**config.mk**
```make
export PLATFORM = sky130hd
export DESIGN_NAME = clkdiv_rate_ctrl
export DESIGN_NICKNAME = d
export VERILOG_FILES = /design/src/rtl/clkdiv_rate_ctrl_pkg.sv /design/src/rtl/clkdiv_rate_ctrl_rr_arb2.sv /design/src/rtl/clkdiv_rate_ctrl.sv
export SDC_FILE = /design/constraint.sdc
export NUM_CORES = 1
export LEC_CHECK = 0
export BUFFER_PORTS_ARGS = -buffer_cell sky130_fd_sc_hd__buf_2
export CORE_MARGIN = 5
export CORE_UTILIZATION = 47
export CTS_BUF_LIST = sky130_fd_sc_hd__clkbuf_16
export DETAILED_ROUTE_END_ITERATION = 6
export PLACE_DENSITY = 0.7
export SETUP_SLACK_MARGIN = 0.3
export SLEW_MARGIN = 40
export SYNTH_ARGS = -nofsm -noshare
export SYNTH_HDL_FRONTEND = slang
export SYNTH_SLANG_ARGS = --single-unit
export TNS_END_PERCENT = 1
```
**constraint.sdc**
```tcl
create_clock -name refclk -period 3.2 [get_ports refclk]
set_clock_uncertainty 0.05 [all_clocks]
set_input_delay 0.32 -clock refclk [delete_from_list [all_inputs] [get_ports refclk]]
set_output_delay 0.32 -clock refclk [all_outputs]
set_load 0.02 [all_outputs]
```
**src/rtl/clkdiv_rate_ctrl_pkg.sv**
```systemverilog
// Shared types and constants for the divider rate controller.
package clkdiv_rate_ctrl_pkg;

  typedef enum logic [1:0] {
    ST_IDLE      = 2'd0,
    ST_WAIT_EDGE = 2'd1,
    ST_APPLY     = 2'd2,
    ST_RESP      = 2'd3
  } state_t;

  typedef enum logic {
    REQ_A = 1'b0,
    REQ_B = 1'b1
  } req_id_t;

  localparam logic [31:0] N_MIN = 32'd2;

endpackage

```
**src/rtl/clkdiv_rate_ctrl_rr_arb2.sv**
```systemverilog
// Two-input round-robin arbiter; the pointer moves to the loser on every grant.
module rr_arb2
  import clkdiv_rate_ctrl_pkg::*;
(
  input  logic       refclk,
  input  logic       resetn,
  input  logic [1:0] req,
  input  logic       advance,
  output logic [1:0] grant
);

  req_id_t ptr;

  always_comb begin
    grant = req;
    if (req == 2'b11) grant = (ptr == REQ_A) ? 2'b01 : 2'b10;
  end

  always_ff @(posedge refclk or negedge resetn) begin
    if (!resetn) ptr <= REQ_A;
    else if (advance) ptr <= grant[0] ? REQ_B : REQ_A;
  end

endmodule

```
**src/rtl/clkdiv_rate_ctrl.sv**
```systemverilog
// Arbitrates two rate-change requesters and loads the divider ratio on a
// falling edge of the divider output, or after a timeout if no edge appears.
module clkdiv_rate_ctrl #(
  parameter logic [31:0] N_RESET = 32'd50_000_000,
  parameter logic [31:0] N_MIN   = clkdiv_rate_ctrl_pkg::N_MIN
) (
  input  logic                          refclk,
  input  logic                          resetn,
  input  logic                          req_a,
  input  logic [31:0]                   n_a,
  input  logic                          req_b,
  input  logic [31:0]                   n_b,
  output logic                          ack_a,
  output logic                          ack_b,
  output logic                          nack_a,
  output logic                          nack_b,
  input  logic                          div_outclk,
  output logic [31:0]                   div_n,
  output logic                          busy,
  output clkdiv_rate_ctrl_pkg::state_t  dbg_state
);

  import clkdiv_rate_ctrl_pkg::*;

  // Handshake: req_x is a level held until the one-cycle ack_x/nack_x pulse;
  // n_x must be stable while req_x is high. The pulse appears the cycle after
  // RESP, and requests are not arbitrated while any pulse is visible.

  state_t      state;
  req_id_t     owner;
  logic [31:0] pend_n;
  logic [32:0] tmo_cnt;
  logic        outclk_q;
  logic        resp_nack;

  logic [1:0]  arb_req;
  logic [1:0]  grant;
  logic        arb_go;
  logic        resp_vis;
  req_id_t     win_id;
  logic [31:0] win_n;
  logic        fall;
  logic [32:0] tmo_next;
  logic        tmo_hit;

  assign resp_vis = ack_a | ack_b | nack_a | nack_b;
  assign arb_req  = (state == ST_IDLE && !resp_vis) ? {req_b, req_a} : 2'b00;

  rr_arb2 u_arb (
    .refclk  (refclk),
    .resetn  (resetn),
    .req     (arb_req),
    .advance (arb_go),
    .grant   (grant)
  );

  assign arb_go   = |grant;
  assign win_id   = grant[1] ? REQ_B : REQ_A;
  assign win_n    = grant[1] ? n_b : n_a;
  assign fall     = outclk_q & ~div_outclk;
  // 33-bit compare so div_n = 32'hFFFF_FFFF still times out instead of wrapping.
  assign tmo_next = tmo_cnt + 33'd1;
  assign tmo_hit  = (tmo_next == ({1'b0, div_n} + 33'd1));
  assign dbg_state = state;

  always_ff @(posedge refclk or negedge resetn) begin
    if (!resetn) begin
      state     <= ST_IDLE;
      owner     <= REQ_A;
      pend_n    <= '0;
      tmo_cnt   <= '0;
      outclk_q  <= 1'b0;
      resp_nack <= 1'b0;
      div_n     <= N_RESET;
      busy      <= 1'b0;
      ack_a     <= 1'b0;
      ack_b     <= 1'b0;
      nack_a    <= 1'b0;
      nack_b    <= 1'b0;
    end else begin
      outclk_q <= div_outclk;
      ack_a    <= 1'b0;
      ack_b    <= 1'b0;
      nack_a   <= 1'b0;
      nack_b   <= 1'b0;
      case (state)
        ST_IDLE: begin
          busy <= arb_go;
          if (arb_go) begin
            pend_n <= win_n;
            owner  <= win_id;
            if (win_n < N_MIN) begin
              resp_nack <= 1'b1;
              state     <= ST_RESP;
            end else if (win_n == div_n) begin
              resp_nack <= 1'b0;
              state     <= ST_RESP;
            end else begin
              resp_nack <= 1'b0;
              tmo_cnt   <= '0;
              state     <= ST_WAIT_EDGE;
            end
          end
        end
        ST_WAIT_EDGE: begin
          busy    <= 1'b1;
          tmo_cnt <= tmo_next;
          if (fall || tmo_hit) state <= ST_APPLY;
        end
        ST_APPLY: begin
          busy  <= 1'b1;
          div_n <= pend_n;
          state <= ST_RESP;
        end
        ST_RESP: begin
          busy   <= 1'b0;
          ack_a  <= !resp_nack && (owner == REQ_A);
          ack_b  <= !resp_nack && (owner == REQ_B);
          nack_a <=  resp_nack && (owner == REQ_A);
          nack_b <=  resp_nack && (owner == REQ_B);
          state  <= ST_IDLE;
        end
        default: state <= ST_IDLE;
      endcase
    end
  end

endmodule

```
==> flow_summary_export.csv, run 1 <==
group,metric,value,unit
critical_path,end_kind,"flop",
synth,syn_area,7620,um^2
synth,syn_inst,889,
sta,drv_slew,0,
synth,synth-main-ff-cell,"dfrtp_1",
critical_path,path_max_fanout,7,
critical_path,worst_ep_arrival_time,3.66,ns
finish,postLayoutCellArea,10000,um^2
floorplan,die-area,18800,um^2
critical_path,critical-path-top-delay-family,"simple AND/OR/NAND/NOR gates",
floorplan,rows,46,
global_route,grt-ovfl-total,0,
finish,num_antenna_cells,0,
global_route,antenna_found_initial,0,
min_path,min-delay-path-class,"primary input to flop",
global_route,track_usage,30.8,%
drt,routed_wl,28.4,mm
job,cap_violations,0,
cts,cts_setup_buffers,0,
synth,avgSynthCellArea,8.57,um^2
critical_path,required,3.41,ns
drt,drt.antenna.violating_nets,0,
synth,synth_edf_count,0,
finish,syn2layout_area_growth,31.4,%
sta,worstMarginPinSlew,0.540,ns
floorplan,core,15900,um^2
floorplan,start_util,47.9,%
cts,numCtsBuffers,9,
finish,mostFrequentLayoutCells,"buf_4 (154), buf_2 (106), nand2_1 (104)",
finish,final_common_cell,"buf_4",
sta,slew-limit-headroom,63.7,%
drt,drt-initial-drc-count,759,
pwr,vdd_ir_drop_max,0.607,mV
placement,placed_area,9630,um^2
synth,synth.distinct_cells,66,
placement,io_buffers,107,
global_route,grt_pass1_vias,7938,
placement,globalplace.congestion,1.05,
finish,layout-drive-gt1-share,32.6,%
cts,cts_tree,"built",
sta,timing.fmax,0.290,GHz
drt,first_pass_iters,5,
drt,via_per_inst,6.04,
drt,vias,8053,
sta,fin_crit_sh,108,%
critical_path,crit_path_start_kind,"flop",
drt,wire_per_inst,21.3,um
critical_path,crit_top_cell,"buf_6",
sta,rsz0062_at_grt,"yes",
critical_path,crit_type,"flop to flop",
global_route,grt_max_degree,52,
pwr,powerDensity,886,nW/um^2
pwr,leakage,0.00430,uW
cts,clock_tree.root_cell,"clkbuf_16",
sta,hold_violations,0,
critical_path,path_buf_inv,4,
sta,worst_slack,-0.251,ns
cts,cts_buffer_depth,2,
floorplan,die_w,137,um
synth,synth_async_sr_flop_share,100,%
synth,synth_nets,965,
critical_path,cpMaxStageDelayCell,"or4b_4",
cts,clk_pin_slew,0.08,ns
cts,clock_sinks,108,
cts,clock_latency,0.37,ns
status,violations,"setup timing",
sta,setup_viol,34,
sta,period_needed,3.45,ns
placement,detailed_place_hpwl,22.6,mm
floorplan,ioPinCount,108,
drt,post-route-drc-count,0,
synth,ys_warn_count,0,
synth,seq_area_frac_synth,35.7,%
status,outcome,"finished, violations left",
sta,tns,-5.05,ns
critical_path,worstPathCellList,"inv_2 -> ha_4 -> or4b_4 -> buf_6 -> o31ai_4 -> a21oi_2 -> nor4b_2 -> nand4_1 -> or4_4 -> buf_4 -> a21boi_2 -> buf_6 -> o31ai_1 -> a22o_1",
critical_path,critPathMaxStageDelay,0.58,ns
cts,htreeDepth,3,
synth,ys_ff_latch,108,
global_route,grt_pass1_wl,43.9,mm
floorplan,die_h,137,um
finish,nets,1188,
## flip-flops by register name, indices dropped and copies added, names as in the netlist
name / flops
div_n: 32
nack_a: 1
u_arb.ptr: 1
nack_b: 1
owner: 1
busy: 1
outclk_q: 1
dbg_state: 2
pend_n: 32
resp_nack: 1
tmo_cnt: 33
ack_b: 1
ack_a: 1
## through the flow
step / setup slack, ns / hold WS [ns] / std cells / total power [uW] / utilization [%]
finish: -0.251 / 0.0213 / 1333 / 8870 / 63.0
global route: -0.387 / 0.0299 / 1333 / 9330 / 63.0
CTS: -0.231 / 0.0187 / 1333 / 8750 / 62.7
detailed placement: -0.250 / 0.222 / 1316 / 7570 / 60.6
global placement: -0.188 / 0.219 / 1316 / 7480 / 60.6
floorplan: -0.0961 / -0.0256 / 889 / 5440 / -
## cell usage after synthesis, types with 3 or more instances
library cell | n | area [um^2]
clkbuf_1 | 36 | 135
nor4_1 | 31 | 194
ha_1 | 7 | 87.6
o211ai_1 | 3 | 22.5
o31ai_2 | 8 | 100
mux2_2 | 22 | 248
nor2b_1 | 7 | 43.8
nor3_1 | 18 | 90.1
inv_1 | 26 | 97.6
nor2_1 | 56 | 210
dfrtp_1 | 96 | 2400
and4_1 | 8 | 70.1
xor2_1 | 27 | 236
a31oi_1 | 35 | 219
o21a_1 | 3 | 22.5
mux2i_1 | 6 | 60.1
nand4_1 | 55 | 344
nand3_1 | 36 | 180
o31ai_1 | 24 | 180
o21ai_1 | 3 | 15.0
nand2b_1 | 11 | 68.8
a21oi_1 | 18 | 90.1
xnor3_1 | 3 | 67.6
a22o_1 | 7 | 61.3
o21ai_0 | 55 | 275
nand2_1 | 104 | 390
and3_1 | 21 | 131
or3_1 | 4 | 25.0
nor4b_2 | 3 | 45.0
xnor2_1 | 61 | 534
a222oi_1 | 4 | 40.0
and2_1 | 13 | 81.3
buf_2 | 15 | 75.1
buf_4 | 3 | 22.5
or4_1 | 4 | 30.0
buf_1 | 6 | 22.5
dfstp_2 | 12 | 315
## path summary, 6_finish.rpt
path                               from           end  slack (ns)  cells after the start
hold reg to reg              pend_n[27]    pend_n[27]        0.44                      2
max in group asynchronous        resetn  dbg_state[1]        1.92                      3
min in group asynchronous        resetn     div_n[16]        0.39                      2
setup reg to reg           dbg_state[1]   tmo_cnt[32]       -0.25                     14
hold / removal               div_outclk      outclk_q        0.02                      1
setup / recovery           dbg_state[1]   tmo_cnt[32]       -0.25                     14
## logic make-up (layout without fill, tap and decap cells)
kind of cell               Yosys count  count (layout)  share of synthesized area [%]
adders and majority gates            7               7                           1.15
AOI/OAI and AO/OA                  183             183                           16.3
and+or+nand+nor                    382             382                           26.5
DFF                                108             108                           35.7
muxes                               29              29                           4.19
xor gates and xnor gates            92              92                           11.3
buffers and inverters               88             316                           4.93
## metal layers
metal,up-vias,share of wire [%],track usage [%]
li1,3710,-,-
met1,3842,41,41.0
met2,408,47,49.9
met3,93,7.1,4.09
met4,0,5.0,14.5
met5,-,0,0
## final cells by class
| type | count | area [um^2] |
|---|---|---|
| multi-input combinational | 693 | 4710 |
| timing repair buffer | 274 | 1910 |
| tap | 216 | 270 |
| fill | 1403 | 5880 |
| clock inverter | 7 | 68.8 |
| clock buffer | 9 | 225 |
| sequential | 108 | 2720 |
| inverter | 26 | 97.6 |
## timing repair
action / in CTS / in global routing
hold buffers: 1 / 0
resized for setup: 10 / 8
pin swaps: 3 / 0
endpoints found under the hold margin: 26 / 0
setup endpoints to repair: 35 / 35
## report_power, final
group | leakage, uW | total [uW] | internal, uW | switching (uW)
sequential | 0.00132 | 2310 | 1920 | 387
combinational | 0.00284 | 5410 | 2300 | 3110
clock | 0.000145 | 1150 | 552 | 598
total | 0.00430 | 8870 | 4770 | 4090
No activity file was read; power rests on OpenSTA's default activity.
==> run 2, diff against run 1 <==
--- a/config.mk
+++ b/config.mk
@@ -6,12 +6,14 @@
 export NUM_CORES = 1
 export LEC_CHECK = 0
 export BUFFER_PORTS_ARGS = -buffer_cell sky130_fd_sc_hd__buf_2
+export CELL_PAD_IN_SITES_DETAIL_PLACEMENT = 1
+export CELL_PAD_IN_SITES_GLOBAL_PLACEMENT = 1
 export CORE_MARGIN = 5
-export CORE_UTILIZATION = 47
+export CORE_UTILIZATION = 40
 export CTS_BUF_LIST = sky130_fd_sc_hd__clkbuf_16
 export DETAILED_ROUTE_END_ITERATION = 6
-export PLACE_DENSITY = 0.7
-export SETUP_SLACK_MARGIN = 0.3
+export PLACE_DENSITY_LB_ADDON = 0.1
+export SETUP_SLACK_MARGIN = 0.5
 export SLEW_MARGIN = 40
 export SYNTH_ARGS = -nofsm -noshare
 export SYNTH_HDL_FRONTEND = slang
==> run 2 against run 1 <==
Routed wire length rose by 13%. The run still ends with setup timing left. Critical path type unchanged. Clock power barely moved. First-iteration DRC count fell by 28%.
==> flow_summary_export.csv, run 2 (same netlist as run 1, synthesis figures left out) <==
group,metric,value,unit
cts,clock_latency,0.37,ns
placement,placed_area,9660,um^2
critical_path,path_buf_inv,4,
finish,num_antenna_cells,0,
sta,tns,-8.85,ns
drt,first_pass_iters,5,
placement,globalplace.congestion,0.976,
global_route,grt-ovfl-total,0,
finish,mostFrequentLayoutCells,"buf_4 (168), buf_2 (106), nand2_1 (104)",
placement,pre_cts_ws,-0.369,ns
sta,rsz0062_at_grt,"yes",
cts,cts_tree,"built",
cts,cts_buffer_depth,2,
floorplan,die-area,21900,um^2
finish,fill_cells,2262,
finish,layout-drive-gt1-share,33.9,%
global_route,grt_max_degree,51,
pwr,comb_power_share,62.0,%
critical_path,worst_ep_arrival_time,3.72,ns
global_route,track_usage,29.2,%
pwr,vdd_ir_drop_max,0.395,mV
critical_path,required,3.41,ns
sta,period_needed,3.52,ns
floorplan,die_w,148,um
critical_path,critical-path-top-delay-family,"simple AND/OR/NAND/NOR gates",
global_route,antenna_found_initial,0,
cts,clock_tree.root_cell,"clkbuf_16",
critical_path,crit_type,"flop to flop",
global_route,grt_pass1_vias,8469,
cts,clk_pin_slew,0.08,ns
drt,via_per_inst,5.91,
sta,fin_crit_sh,110,%
drt,drt-initial-drc-count,545,
finish,final_common_cell,"buf_4",
drt,routed_wl,32.0,mm
status,outcome,"finished, violations left",
finish,syn2layout_area_growth,33.8,%
status,violations,"setup timing",
drt,drt.antenna.violating_nets,0,
finish,max_flop_register,"tmo_cnt",
drt,vias,8078,
sta,hold_violations,0,
pwr,p_switching,4250,uW
pwr,leakage,0.00439,uW
pwr,seqPwrFrac,25.2,%
drt,wire_per_inst,23.4,um
sta,worst_slack,-0.316,ns
critical_path,crit_path_start_kind,"flop",
critical_path,cpMaxStageDelayCell,"or4b_4",
finish,postLayoutCellArea,10200,um^2
finish,nets,1204,
global_route,grt_pass1_wl,49.1,mm
critical_path,worstPathCellList,"inv_2 -> ha_4 -> or4b_4 -> buf_6 -> o31ai_4 -> a21oi_2 -> nor4b_2 -> nand4_1 -> or4_4 -> buf_6 -> a21boi_2 -> buf_6 -> o21ai_1 -> a22o_1",
finish,post-route-util,54.5,%
critical_path,crit_top_cell,"buf_6",
drt,post-route-drc-count,0,
floorplan,start_util,40.7,%
pwr,swShare,46.0,%
floorplan,die_h,148,um
cts,numCtsBuffers,9,
pwr,clkPwrFrac,12.8,%
critical_path,critPathMaxStageDelay,0.54,ns
pwr,p_int,4990,uW
critical_path,end_kind,"flop",
job,cap_violations,0,
critical_path,path_max_fanout,7,
finish,largest_register_ffs,33,
placement,detailed_place_hpwl,25.6,mm
sta,worstMarginPinSlew,0.700,ns
cts,htreeDepth,3,
floorplan,core,18700,um^2
finish,reg.largest.list,"tmo_cnt x33, div_n x32, pend_n x32",
sta,timing.fmax,0.284,GHz
placement,io_buffers,107,
sta,setup_viol,35,
sta,slew-limit-headroom,53.4,%
floorplan,ioPinCount,108,
sta,drv_slew,0,
min_path,min-delay-path-class,"primary input to flop",
floorplan,rows,50,
cts,clock_sinks,108,
pwr,powerDensity,906,nW/um^2
-- run 2: cell types whose count changed in the layout (fill, tap and decap cells not counted), sizes merged --
| cell | before | now |
|---|---|---|
| clkinvlp | 0 | 2 |
| clkinv | 3 | 1 |
| bufinv | 0 | 1 |
| inv | 30 | 29 |
| buf | 273 | 289 |
-- run 2: power groups by stage --
stage | clock, uW | combinational [uW] | sequential, uW
global route | 1260 | 6110 | 2380
global placement | 0 | 5270 | 2320
floorplan | 0 | 2860 | 2570
finish | 1180 | 5720 | 2330
CTS | 1210 | 5520 | 2320
detailed placement | 0 | 5370 | 2350
-- run 2: layer usage --
layer  global-route usage, %  part of all wire (%)
met5                       0                     0
met4                    9.84                   3.5
met3                    4.41                   4.4
met2                    50.4                    49
met1                    37.3                    43
-- run 2: final cells by class --
type                            count  area (um^2)  area share, %
Clock buffer                        9          225           2.21
Timing Repair Buffer              290         2020           19.9
Inverter                           26         97.6          0.958
Clock inverter                      7         76.3          0.749
Multi-Input combinational cell    693         4750           46.7
Sequential cell                   108         2720           26.7
Tap cell                          234          293           2.87
-- run 2: final timing paths --
kind,end,depth (start not counted),slack (ns),from
worst max register to register,tmo_cnt[13],14,-0.32,dbg_state[0]
worst min-delay path,outclk_q,1,0.02,div_outclk
max in group asynchronous,div_n[23],3,1.86,resetn
min in group asynchronous,tmo_cnt[2],2,0.49,resetn
worst min register to register,pend_n[27],2,0.44,pend_n[27]
worst max-delay path,tmo_cnt[13],14,-0.32,dbg_state[0]
-- run 2: worst register-to-register path: stages (launching register included) --
cell and delay (ns):
dfrtp_2 0.41, inv_2 0.08, ha_4 0.13, or4b_4 0.54
buf_6 0.18, o31ai_4 0.26, a21oi_2 0.10, nor4b_2 0.28
nand4_1 0.14, or4_4 0.54, buf_6 0.15, a21boi_2 0.14
buf_6 0.15, o21ai_1 0.08, a22o_1 0.18
-- run 2: through the flow --
stage | cells | hold slack, ns | power (uW)
floorplan | 889 | -0.0256 | 5440
global placement | 1339 | 0.354 | 7590
detailed placement | 1339 | 0.353 | 7710
CTS | 1357 | 0.0179 | 9050
global route | 1367 | 0.0180 | 9750
finish | 1367 | 0.0240 | 9230
-- run 2: repair_timing --
action / CTS / global route
pin swaps: 3 / 13
resized for setup: 18 / 22
hold buffers: 1 / 0
hold endpoints to repair: 44 / 0
setup endpoints to repair: 36 / 35
setup buffers: 1 / 10
